**src/rtl/dut_rr_arbiter.sv**
```systemverilog
// dut_rr_arbiter: round-robin share of a serial DUT; gnt one cycle after req, resp_vld DUT_LAT cycles after gnt.
// No backpressure: requesters hold req until granted. Optional stats counters under DUT_ARB_STATS_EN.
module dut_rr_arbiter #(
   parameter int NUM_REQ   = 4,
   parameter int BURST_MAX = 16,
   parameter int DUT_LAT   = 1
) (
   input  logic                  clk,
   input  logic                  reset,
   input  logic [NUM_REQ-1:0]    req,
   input  logic [NUM_REQ-1:0]    req_bit,
   output logic [NUM_REQ-1:0]    gnt,
   output logic                  dut_in,
   input  logic                  dut_out,
   output logic                  resp_bit,
   output logic [NUM_REQ-1:0]    resp_vld,
   output logic                  busy
`ifdef DUT_ARB_STATS_EN
   ,
   output logic [NUM_REQ*16-1:0] grant_cnt,
   output logic [15:0]           stall_cnt
`endif
);
   localparam int              IW         = $clog2(NUM_REQ);
   localparam logic [IW:0]     NUM_REQ_W  = (IW+1)'(NUM_REQ);
   localparam logic [IW-1:0]   LAST_REQ   = IW'(NUM_REQ-1);
   localparam logic [7:0]      BURST_LAST = 8'(BURST_MAX-1);
   localparam logic [2:0]      DRAIN_LAST = (DUT_LAT > 0) ? 3'(DUT_LAT-1) : 3'd0;

   typedef enum logic [1:0] {S_IDLE, S_GRANT, S_DRAIN} state_t;

   state_t        state_q, state_d;
   logic [IW-1:0] owner_q, owner_d;
   logic [IW-1:0] ptr_q, ptr_d;
   logic [7:0]    burst_q, burst_d;
   logic [2:0]    drain_q, drain_d;
   logic [IW-1:0] pick_idx;
   logic          pick_vld;
   logic          own_req;
   logic [IW:0]   cand;

   // Descending scan so the lowest offset from the pointer wins.
   always_comb begin
      pick_vld = 1'b0;
      pick_idx = '0;
      cand     = '0;
      for (int i = NUM_REQ-1; i >= 0; i--) begin
         cand = {1'b0, ptr_q} + (IW+1)'(i);
         if (cand >= NUM_REQ_W) begin
            cand = cand - NUM_REQ_W;
         end
         if (req[cand[IW-1:0]]) begin
            pick_vld = 1'b1;
            pick_idx = cand[IW-1:0];
         end
      end
   end

   assign own_req = req[owner_q];

   always_comb begin
      gnt    = '0;
      dut_in = 1'b0;
      if (state_q == S_GRANT && own_req) begin
         gnt[owner_q] = 1'b1;
         dut_in       = req_bit[owner_q];
      end
   end

   always_comb begin
      state_d = state_q;
      owner_d = owner_q;
      ptr_d   = ptr_q;
      burst_d = burst_q;
      drain_d = drain_q;
      case (state_q)
         S_IDLE: begin
            burst_d = '0;
            if (pick_vld) begin
               owner_d = pick_idx;
               state_d = S_GRANT;
            end
         end
         S_GRANT: begin
            if (!own_req || burst_q == BURST_LAST) begin
               state_d = (DUT_LAT == 0) ? S_IDLE : S_DRAIN;
               drain_d = '0;
               ptr_d   = (owner_q == LAST_REQ) ? '0 : owner_q + 1'b1;
            end else begin
               burst_d = burst_q + 8'd1;
            end
         end
         S_DRAIN: begin
            if (drain_q == DRAIN_LAST) begin
               state_d = S_IDLE;
            end else begin
               drain_d = drain_q + 3'd1;
            end
         end
         default: state_d = S_IDLE;
      endcase
   end

   always_ff @(posedge clk) begin
      if (reset) begin
         state_q <= S_IDLE;
         owner_q <= '0;
         ptr_q   <= '0;
         burst_q <= '0;
         drain_q <= '0;
      end else begin
         state_q <= state_d;
         owner_q <= owner_d;
         ptr_q   <= ptr_d;
         burst_q <= burst_d;
         drain_q <= drain_d;
      end
   end

   assign busy = (state_q != S_IDLE);

   // The one-hot grant doubles as the valid flag in each pipeline stage.
   generate
      if (DUT_LAT == 0) begin : g_nolat
         assign resp_vld = gnt;
      end else begin : g_lat
         logic [NUM_REQ-1:0] pipe_q [DUT_LAT];
         logic [NUM_REQ-1:0] pipe_d [DUT_LAT];

         always_comb begin
            pipe_d[0] = gnt;
            for (int i = 1; i < DUT_LAT; i++) begin
               pipe_d[i] = pipe_q[i-1];
            end
         end

         always_ff @(posedge clk) begin
            if (reset) begin
               for (int i = 0; i < DUT_LAT; i++) begin
                  pipe_q[i] <= '0;
               end
            end else begin
               pipe_q <= pipe_d;
            end
         end

         assign resp_vld = pipe_q[DUT_LAT-1];
      end
   endgenerate

   assign resp_bit = dut_out & (|resp_vld);

`ifdef DUT_ARB_STATS_EN
   logic [15:0] gcnt_q [NUM_REQ];
   logic [15:0] gcnt_d [NUM_REQ];
   logic [15:0] stall_q, stall_d;

   always_comb begin
      gcnt_d  = gcnt_q;
      stall_d = stall_q;
      if (state_q == S_IDLE && pick_vld && gcnt_q[pick_idx] != 16'hFFFF) begin
         gcnt_d[pick_idx] = gcnt_q[pick_idx] + 16'd1;
      end
      if ((|req) && gnt == '0 && stall_q != 16'hFFFF) begin
         stall_d = stall_q + 16'd1;
      end
   end

   always_ff @(posedge clk) begin
      if (reset) begin
         for (int i = 0; i < NUM_REQ; i++) begin
            gcnt_q[i] <= '0;
         end
         stall_q <= '0;
      end else begin
         gcnt_q  <= gcnt_d;
         stall_q <= stall_d;
      end
   end

   always_comb begin
      grant_cnt = '0;
      for (int i = 0; i < NUM_REQ; i++) begin
         grant_cnt[i*16 +: 16] = gcnt_q[i];
      end
   end

   assign stall_cnt = stall_q;
`endif

endmodule

```
**config.mk**
```make
export PLATFORM = sky130hd
export DESIGN_NAME = dut_rr_arbiter
export DESIGN_NICKNAME = d
export VERILOG_FILES = /design/src/rtl/dut_rr_arbiter.sv
export SDC_FILE = /design/constraint.sdc
export NUM_CORES = 1
export LEC_CHECK = 0
export CAP_MARGIN = 20
export CORE_MARGIN = 1.5
export CORE_UTILIZATION = 36
export CTS_BUF_LIST = sky130_fd_sc_hd__clkbuf_16
export DETAILED_ROUTE_END_ITERATION = 7
export PLACE_DENSITY = 0.67
export SYNTH_ARGS = -nofsm -noshare
export SYNTH_HDL_FRONTEND = slang
export SYNTH_SLANG_ARGS = --single-unit
```
**constraint.sdc**
```tcl
create_clock -name clk -period 2.6 [get_ports clk]
set_clock_uncertainty 0.15 [all_clocks]
set_input_delay 0.52 -clock clk [delete_from_list [all_inputs] [get_ports clk]]
set_output_delay 0.52 -clock clk [all_outputs]
set_load 0.01 [all_outputs]
```
== Yosys cells after proc, flatten, opt, wreduce, memory -nomap -nowiden ==
Index checks and enable logic that the tools add are counted.

* Memories: 0
* Register bits after elaboration: 21
* Bits in writable memories: 0
* Bits in latches: 0
* Memory bits (read-only): 0
* Input bits: 11

* $add $sub $neg: 10
* Shift operators: 0
* Divide/modulo/power cells: 0
* Multipliers: 0
* Reductions and logical operators: 15
* Mux-type cells: 38
* Order comparisons: 10
* Bitwise gates (word level): 1
* Equal/unequal tests: 9

{| class="wikitable"
|+ Operators with widths
! kind !! count
|-
| 2-bit two-way mux || 12
|-
| 8-bit case mux with 2 select lines || 1
|-
| 2-bit by 3-bit < comparator with 1-bit output, second input constant || 5
|-
| 1-bit binary-select mux with 2-bit select || 6
|-
| 1-bit two-way mux || 12
|-
| 3-bit greater-or-equal comparator, second input constant || 3
|-
| 8-bit by 1-bit adder with 8-bit output, second input constant || 1
|-
| 8-bit by 4-bit equality test with 1-bit output, second input constant || 1
|-
| 8-bit two-way mux || 1
|-
| 2-bit inequality test, second input constant || 4
|-
| 2-bit by 1-bit subtractor with 2-bit output, second input constant || 4
|-
| 2-bit by 2-bit adder with 3-bit output, second input constant || 2
|-
| 3-bit two-way mux || 2
|-
| 2-bit case mux with 3 select lines || 1
|-
| 3-bit case mux with 2 select lines || 1
|-
| 2-bit AND reduction || 3
|-
| 3-bit AND reduction || 2
|-
| 2-bit nonzero test || 3
|-
| 2-bit equality test, second input constant || 2
|-
| 4-bit two-way mux || 1
|-
| 4-bit OR reduction || 1
|-
| 2-bit by 1-bit adder with 3-bit output, second input constant || 1
|-
| 3-bit by 1-bit adder with 3-bit output, second input constant || 1
|-
| 2-bit by 3-bit greater-or-equal comparator with 1-bit output, second input constant || 1
|-
| 11 further kinds || 12
|}

== Logic depth before layout (Yosys ltp) ==
Gate-level depths: netlist of the first run.

* Word-level depth: 11
* Gate-level depth with buffers: 7
* Depth with buffers taken out: 6

== Worst setup path before layout of the first run ==
OpenSTA, ideal clock, no wires.

* Path kind: input to output
* Start point: in req[3]
* End point: out gnt[0]
* Data required time: 1.930 ns
* Stages: 3
* Data arrival time: 1.357 ns
* Setup slack: 0.573 ns
* Cells stage by stage: mux4_2 > buf_6 > and3_2

* Word-level cells in the longest chain between the ends: 4

{| class="wikitable"
|+ RTL lines
! item !! line !! RTL
|-
| start, declared || 10 || <nowiki>input logic [NUM_REQ-1:0] req,</nowiki>
|-
| 1-bit binary-select mux with 2-bit select || 59 || <nowiki>assign own_req = req[owner_q];</nowiki>
|-
| 1-bit two-way mux (not written as such) || 59 ||
|-
| 1-bit logical AND || 64 || <nowiki>if (state_q == S_GRANT && own_req) begin</nowiki>
|-
| 4-bit two-way mux || 64 ||
|-
| end, declared || 12 || <nowiki>output logic [NUM_REQ-1:0] gnt,</nowiki>
|}

No other way between the ends. The select of a mux whose other input is x is not followed.

== Worst setup path in the final report of the first run ==
* Start point: in req_bit[1]
* End point: out dut_in

* Word-level cells in the longest chain between the ends: 3

{| class="wikitable"
|+ RTL lines
! item !! line !! RTL
|-
| start, declared || 11 || <nowiki>input logic [NUM_REQ-1:0] req_bit,</nowiki>
|-
| 1-bit binary-select mux with 2-bit select || 66 || <nowiki>dut_in = req_bit[owner_q];</nowiki>
|-
| 1-bit two-way mux (not written as such) || 66 ||
|-
| 1-bit two-way mux || 64 ||
|-
| end, declared || 13 || <nowiki>output logic dut_in,</nowiki>
|}

No other way between the ends. The select of a mux whose other input is x is not followed.

==> impl_metrics.py, run 1 <==
metrics = {
    "logic_synthesis": {
        "ys_types": 41,
        "ys_warn_count": 0,
        "netlist.area_leader.share_pct": 34.1,
        "yosysTopAreaCell": "dfxtp_1",
        "ys_seq_area_share_pct": 34.1,
        "synth-simple-area-share_pct": 27.8,
        "synthFlopType": "dfxtp_1",
        "synth_top_family_by_area": "simple AND/OR/NAND/NOR gates",
        "synth_edf_count": 0,
        "syn-instance-count": 138,
        "synth_mux_area_share_pct": 4.77,
        "async_flop_share_pct": 0,
        "syn-cell-area_um2": 1230,
        "avgSynthCellArea_um2": 8.93,
        "synth_common_cells": "21 x dfxtp_1, 13 x a21oi_1, 12 x nand3_1",
        "synth_compound_area_share_pct": 18.3,
        "synthesis.nets": 156,
        "synth-seq-cells": 21,
        "synth_xor_area_share_pct": 1.42,
        "synth.area.top_cells": "dfxtp_1 34%, ha_1 7.1%, a21oi_1 5.3%",
        "synth_fa_ha_area_share_pct": 7.11,
        "synth.most_common_cell": "dfxtp_1",
    },
    "routing": {
        "routed_via_density": 5.33,
        "drt_iter0_markers": 47,
        "drt_pre_antenna_iters": 4,
        "wire_per_inst_um": 12.7,
        "remaining_drc_errors": 0,
        "routed_wirelength_mm": 2.73,
        "route.vias.total": 1146,
        "detail-route-antenna-nets": 0,
    },
    "placement": {
        "io_buffers": 21,
        "routabilityCongestion": 0.813,
        "dpl.hpwl_mm": 2.07,
        "post-place-cells": 210,
    },
    "floorplan": {
        "die_area_um2": 3780,
        "rows": 21,
        "initial_core_util_pct": 37.2,
        "io_pins": 22,
        "die_y_um": 61.5,
        "dieWidth_um": 61.5,
        "core-area_um2": 3310,
    },
    "sta": {
        "post-route-period-util_pct": 96.1,
        "rsz0062_at_grt": "no",
        "setup_viol": 0,
        "slew_viol_final": 0,
        "hold_violations": 0,
        "timing.final.crit_period_ns": 2.50,
        "max_clock_freq_mhz": 400,
        "tightest_slew_ns": 0.419,
        "tns_ns": 0,
        "holdWs_ns": 0.355,
        "max_slew_margin_pct": 71.7,
    },
    "setup_path": {
        "critPathCapture": "dut_in",
        "crit_chain": "clkdlybuf4s50_1, mux4_1, and3_2, clkdlybuf4s15_1",
        "arrival_ns": 1.83,
        "path_depth": 4,
        "r2r_cells": 6,
        "crit_type": "in2out",
        "cp-start-kind": "primary input",
        "crit_start": "req_bit[1]",
        "worst-path-buf-inv": 2,
        "cpMaxStageDelayCell": "mux4_1",
        "reg2reg_to": "ptr_q[0]$_SDFFE_PP0P_",
        "cp_top_family": "buffers and inverters",
        "r2r-start": "owner_q[1]$_SDFFE_PP0P_",
        "reg2reg_slack_ns": 0.49,
        "cp.required_ns": 1.93,
        "cp_max_fo": 1,
        "max_stage_delay_ns": 0.48,
        "end_kind": "output pin",
    },
    "status": {
        "status": "finished clean",
    },
    "global_route": {
        "grt_max_degree": 13,
        "grt_use_total_pct": 15.5,
        "grt_pass1_wl_mm": 4.40,
        "antenna_found_initial": 0,
        "grt_pass1_vias": 1041,
        "grt_overflow_total": 0,
    },
    "cts": {
        "clkLatencyLatePin_ns": 0.25,
        "cts_tree": "built",
        "clock_sinks": 21,
        "clockBufferDepth": 2,
        "clkTransAtPathRegs_ns": 0.06,
        "cts_made_buffers": 3,
        "root_buffer": "clkbuf_16",
        "h-tree-depth": 1,
    },
    "final_layout": {
        "num_antenna_cells": 0,
        "finalCoreUtilization_pct": 48.8,
        "final_layout_size_suffix_gt1_share_pct": 15.4,
        "syn_to_final_growth_pct": 31.2,
        "nets": 188,
        "finalNonFillerCells": 215,
    },
    "pwr": {
        "ir_drop_v": 0.000304,
        "leakage_nw": 0.635,
        "finalPower_uw": 843,
        "p_per_area_nw_per_um2": 521,
    },
    "hold_path": {
        "hold_path_class": "reg2reg",
    },
    "run": {
        "maxCapViolations": 0,
    },
}
metal layers:
metal  vias to the layer above  routed length (um)  share of wire [%]  GRT usage, %
met5                         -                   0                  0             0
met4                         0                  25               0.91          5.17
met3                         4                  54                2.0          4.20
met2                         8                1360                 50          25.6
met1                       557                1290                 47          19.5
li1                        577                   -                  -             -
area by class of cell:
cell class                 instances  area (um2)
clock buffer                       3        75.1
timing repair buffer              33         293
clock inverter                     1        5.00
multi-input combinational        102         732
inverter                           9        33.8
fill                             329        1690
tap                               46        57.6
sequential                        21         420
sequential cells by signal, indices dropped and copies added, names as in the netlist:
register  count
state_q       2
burst_q       8
drain_q       3
owner_q       2
ptr_q         2
resp_vld      4
worst min-delay path, cell delays in order, from the launching register on:
cell     delay, ns
dfxtp_1       0.32
o21ai_0       0.07
a21oi_1       0.06
worst min path at each step:
stage | from | end | slack, ns | cells after the start
3_3_place_gp | ptr_q[0]$_SDFFE_PP0P_ | ptr_q[0]$_SDFFE_PP0P_ | 0.33 | 2
4_1_cts | ptr_q[0]$_SDFFE_PP0P_ | ptr_q[0]$_SDFFE_PP0P_ | 0.35 | 2
2_1_floorplan | ptr_q[0]$_SDFFE_PP0P_ | ptr_q[0]$_SDFFE_PP0P_ | 0.31 | 2
5_1_grt | burst_q[7]$_SDFFE_PP0P_ | burst_q[7]$_SDFFE_PP0P_ | 0.39 | 2
3_5_place_dp | ptr_q[0]$_SDFFE_PP0P_ | ptr_q[0]$_SDFFE_PP0P_ | 0.35 | 2
6_report | ptr_q[0]$_SDFFE_PP0P_ | ptr_q[0]$_SDFFE_PP0P_ | 0.36 | 2
where the power goes:
part	total [mW]	internal [mW]	switching, mW
Combinational	0.167	0.0839	0.0833
Sequential	0.349	0.334	0.0150
Clock	0.326	0.207	0.120
cell usage in the layout (no fill, tap or decap), types with 4 or more instances in the layout:
cell              n
a21oi_1          13
and3_1            4
and3_2            5
buf_4            11
clkdlybuf4s50_1  12
dfxtp_1          21
ha_1              7
inv_1             9
nand2_1           5
nand2b_1          5
nand3_1          12
nor2_1            5
nor3b_1           4
o211ai_1          4
o21ai_0           4
through the flow:
step                area [um2]  setup WS [ns]
global placement          1540         -0.232
floorplan                 1230          0.573
detailed placement        1540         -0.267
CTS                       1610         0.0114
global route              1620         0.0492
finish                    1620          0.100
repair_timing:
item,CTS,global route
buffers inserted,1,0
setup endpoints to repair,5,5
hold buffers,0,0
gates resized for setup,18,1
cloned,0,0
cells by family after synthesis:
kind of cell,after synthesis
XOR/XNOR,2
buffers and inverters,15
multiplexers,3
flip-flops,21
AO/OA/AOI/OAI,34
adder cells (fa/ha/maj),7
AND/OR/NAND/NOR,56
(Power assumes the default switching activity.)
==> inputs of run 2 (changes only) <==
--- a/config.mk
+++ b/config.mk
@@ -7,10 +7,12 @@
 export LEC_CHECK = 0
 export CAP_MARGIN = 20
 export CORE_MARGIN = 1.5
-export CORE_UTILIZATION = 36
+export CORE_UTILIZATION = 26
 export CTS_BUF_LIST = sky130_fd_sc_hd__clkbuf_16
 export DETAILED_ROUTE_END_ITERATION = 7
-export PLACE_DENSITY = 0.67
+export GPL_TIMING_DRIVEN = 0
+export PLACE_DENSITY = 0.54
+export SLEW_MARGIN = 0
 export SYNTH_ARGS = -nofsm -noshare
 export SYNTH_HDL_FRONTEND = slang
 export SYNTH_SLANG_ARGS = --single-unit
==> run 2 against run 1 <==
  * The flow now finishes with violations (DRC)
  * Die area rose by 36%
  * Clock-buffer cell count unchanged
  * Core utilization decreased by 13 points
  * Routed wire length increased by 0.33%
  * Highest routed layer unchanged
==> impl_metrics.py, run 2 (synthesis results as in run 1) <==
metrics = {
    "cts": {
        "clkTransAtPathRegs_ns": 0.05,
        "hold_buffers": 0,
        "cts_tree": "built",
        "clkLatencyLatePin_ns": 0.25,
        "cts_made_buffers": 3,
        "h-tree-depth": 1,
        "clock_sinks": 21,
        "root_buffer": "clkbuf_16",
        "clockBufferDepth": 2,
    },
    "sta": {
        "max_slew_margin_pct": 48.6,
        "tightest_slew_ns": 0.761,
        "slew_viol_final": 0,
        "post-route-period-util_pct": 98.3,
        "hold_violations": 0,
        "setup_viol": 0,
        "max_clock_freq_mhz": 391,
        "timing.final.crit_period_ns": 2.56,
        "holdWs_ns": 0.347,
        "rsz0062_at_grt": "no",
    },
    "routing": {
        "route.vias.total": 1093,
        "remaining_drc_errors": 2,
        "routed_wirelength_mm": 2.74,
        "drt_iter0_markers": 37,
        "drt_pre_antenna_iters": 8,
        "detail-route-antenna-nets": 0,
        "wl_met2_mm": 1.36,
        "wire_per_inst_um": 12.7,
        "top_layer": "met4",
        "routed_via_density": 5.06,
        "wl_met1_mm": 1.26,
        "route.met3.wl_um": 86,
    },
    "placement": {
        "routabilityCongestion": 0.752,
        "dpl.hpwl_mm": 2.12,
        "io_buffers": 21,
        "place_area_um2": 1510,
    },
    "setup_path": {
        "cp_max_fo": 1,
        "arrival_ns": 1.89,
        "max_stage_delay_ns": 0.48,
        "reg2reg_slack_ns": 0.44,
        "cp.required_ns": 1.93,
        "cp-start-kind": "primary input",
        "end_kind": "output pin",
        "crit_type": "in2out",
        "crit_chain": "clkdlybuf4s50_1, mux4_1, and3_2, dlygate4sd2_1",
        "cpMaxStageDelayCell": "mux4_1",
        "worst-path-buf-inv": 2,
        "cp_top_family": "buffers and inverters",
    },
    "final_layout": {
        "syn_to_final_growth_pct": 28.2,
        "multiInputGateArea_um2": 732,
        "largest_reg_flops": 8,
        "n_fill_cell": 458,
        "final_layout_size_suffix_gt1_share_pct": 10.4,
        "register_area_um2": 420,
        "regMostFlops": "burst_q",
        "mostFrequentLayoutCells": "21 x dfxtp_1, 13 x a21oi_1, 12 x nand3_1, 12 x clkdlybuf4s50_1, 10 x inv_1",
        "fin_area_um2": 1580,
        "finalCoreUtilization_pct": 35.6,
        "num_antenna_cells": 0,
        "final_common_cell": "dfxtp_1",
        "nets": 183,
    },
    "global_route": {
        "grt_pass1_wl_mm": 4.88,
        "antenna_found_initial": 0,
        "grt_use_total_pct": 11.8,
        "grt_max_degree": 12,
        "grt_overflow_total": 0,
        "grt_pass1_vias": 1107,
    },
    "floorplan": {
        "core-area_um2": 4440,
        "die_y_um": 71.9,
        "rows": 24,
        "dieWidth_um": 71.9,
        "die_area_um2": 5160,
        "io_pins": 22,
        "initial_core_util_pct": 27.7,
    },
    "run": {
        "maxCapViolations": 0,
    },
    "pwr": {
        "ir_drop_v": 0.000216,
        "p_per_area_nw_per_um2": 516,
        "finalPower_uw": 815,
        "leakage_nw": 0.606,
    },
    "status": {
        "failed_checks": "DRC",
        "status": "finished with violations",
    },
    "hold_path": {
        "hold_path_class": "reg2reg",
    },
}
run 2: cell type report:
type | instances | area share [%]
Buffer | 5 | 2.22
Clock buffer | 3 | 4.75
Clock inverter | 1 | 0.238
Inverter | 9 | 2.14
Multi-Input combinational cell | 102 | 46.3
Sequential cell | 21 | 26.6
Tap cell | 52 | 4.12
Timing Repair Buffer | 23 | 13.6
run 2: through the flow:
stage               TNS [ns]  setup WS, ns  cells
finish                     0        0.0439    216
global route               0       0.00635    216
CTS                        0      0.000656    217
detailed placement     -2.40        -0.477    211
global placement       -2.23        -0.452    211
floorplan                  0         0.573    138
run 2: tightest hold or removal path, cell delays in order, from the launching register on:
cell     delay (ns)
dfxtp_1        0.31
o21ai_0        0.08
a21oi_1        0.06
run 2: what timing repair did:
action	CTS	global route
setup buffers	2	0
gates resized for setup	13	2
endpoints found under the setup margin	5	3
run 2: final timing paths:
check / start / endpoint / depth (start not counted)
worst min-delay path: ptr_q[0]$_SDFFE_PP0P_ / ptr_q[0]$_SDFFE_PP0P_ / 2
worst max-delay path: req_bit[1] / dut_in / 4
worst min register to register: ptr_q[0]$_SDFFE_PP0P_ / ptr_q[0]$_SDFFE_PP0P_ / 2
worst max register to register: owner_q[1]$_SDFFE_PP0P_ / ptr_q[0]$_SDFFE_PP0P_ / 5
run 2: layer usage:
layer / vias to the layer above / GRT usage, %
met5: - / 0
met4: 0 / 4.61
met3: 2 / 2.81
met2: 16 / 20.5
met1: 508 / 14.1
li1: 567 / -
run 2: report_power, final:
| group | total, mW | switching (mW) | internal [mW] | leakage (nW) |
|---|---|---|---|---|
| sequential | 0.348 | 0.0137 | 0.334 | 0.170 |
| combinational | 0.153 | 0.0811 | 0.0715 | 0.394 |
| clock | 0.315 | 0.110 | 0.205 | 0.0423 |
| total | 0.815 | 0.205 | 0.610 | 0.606 |
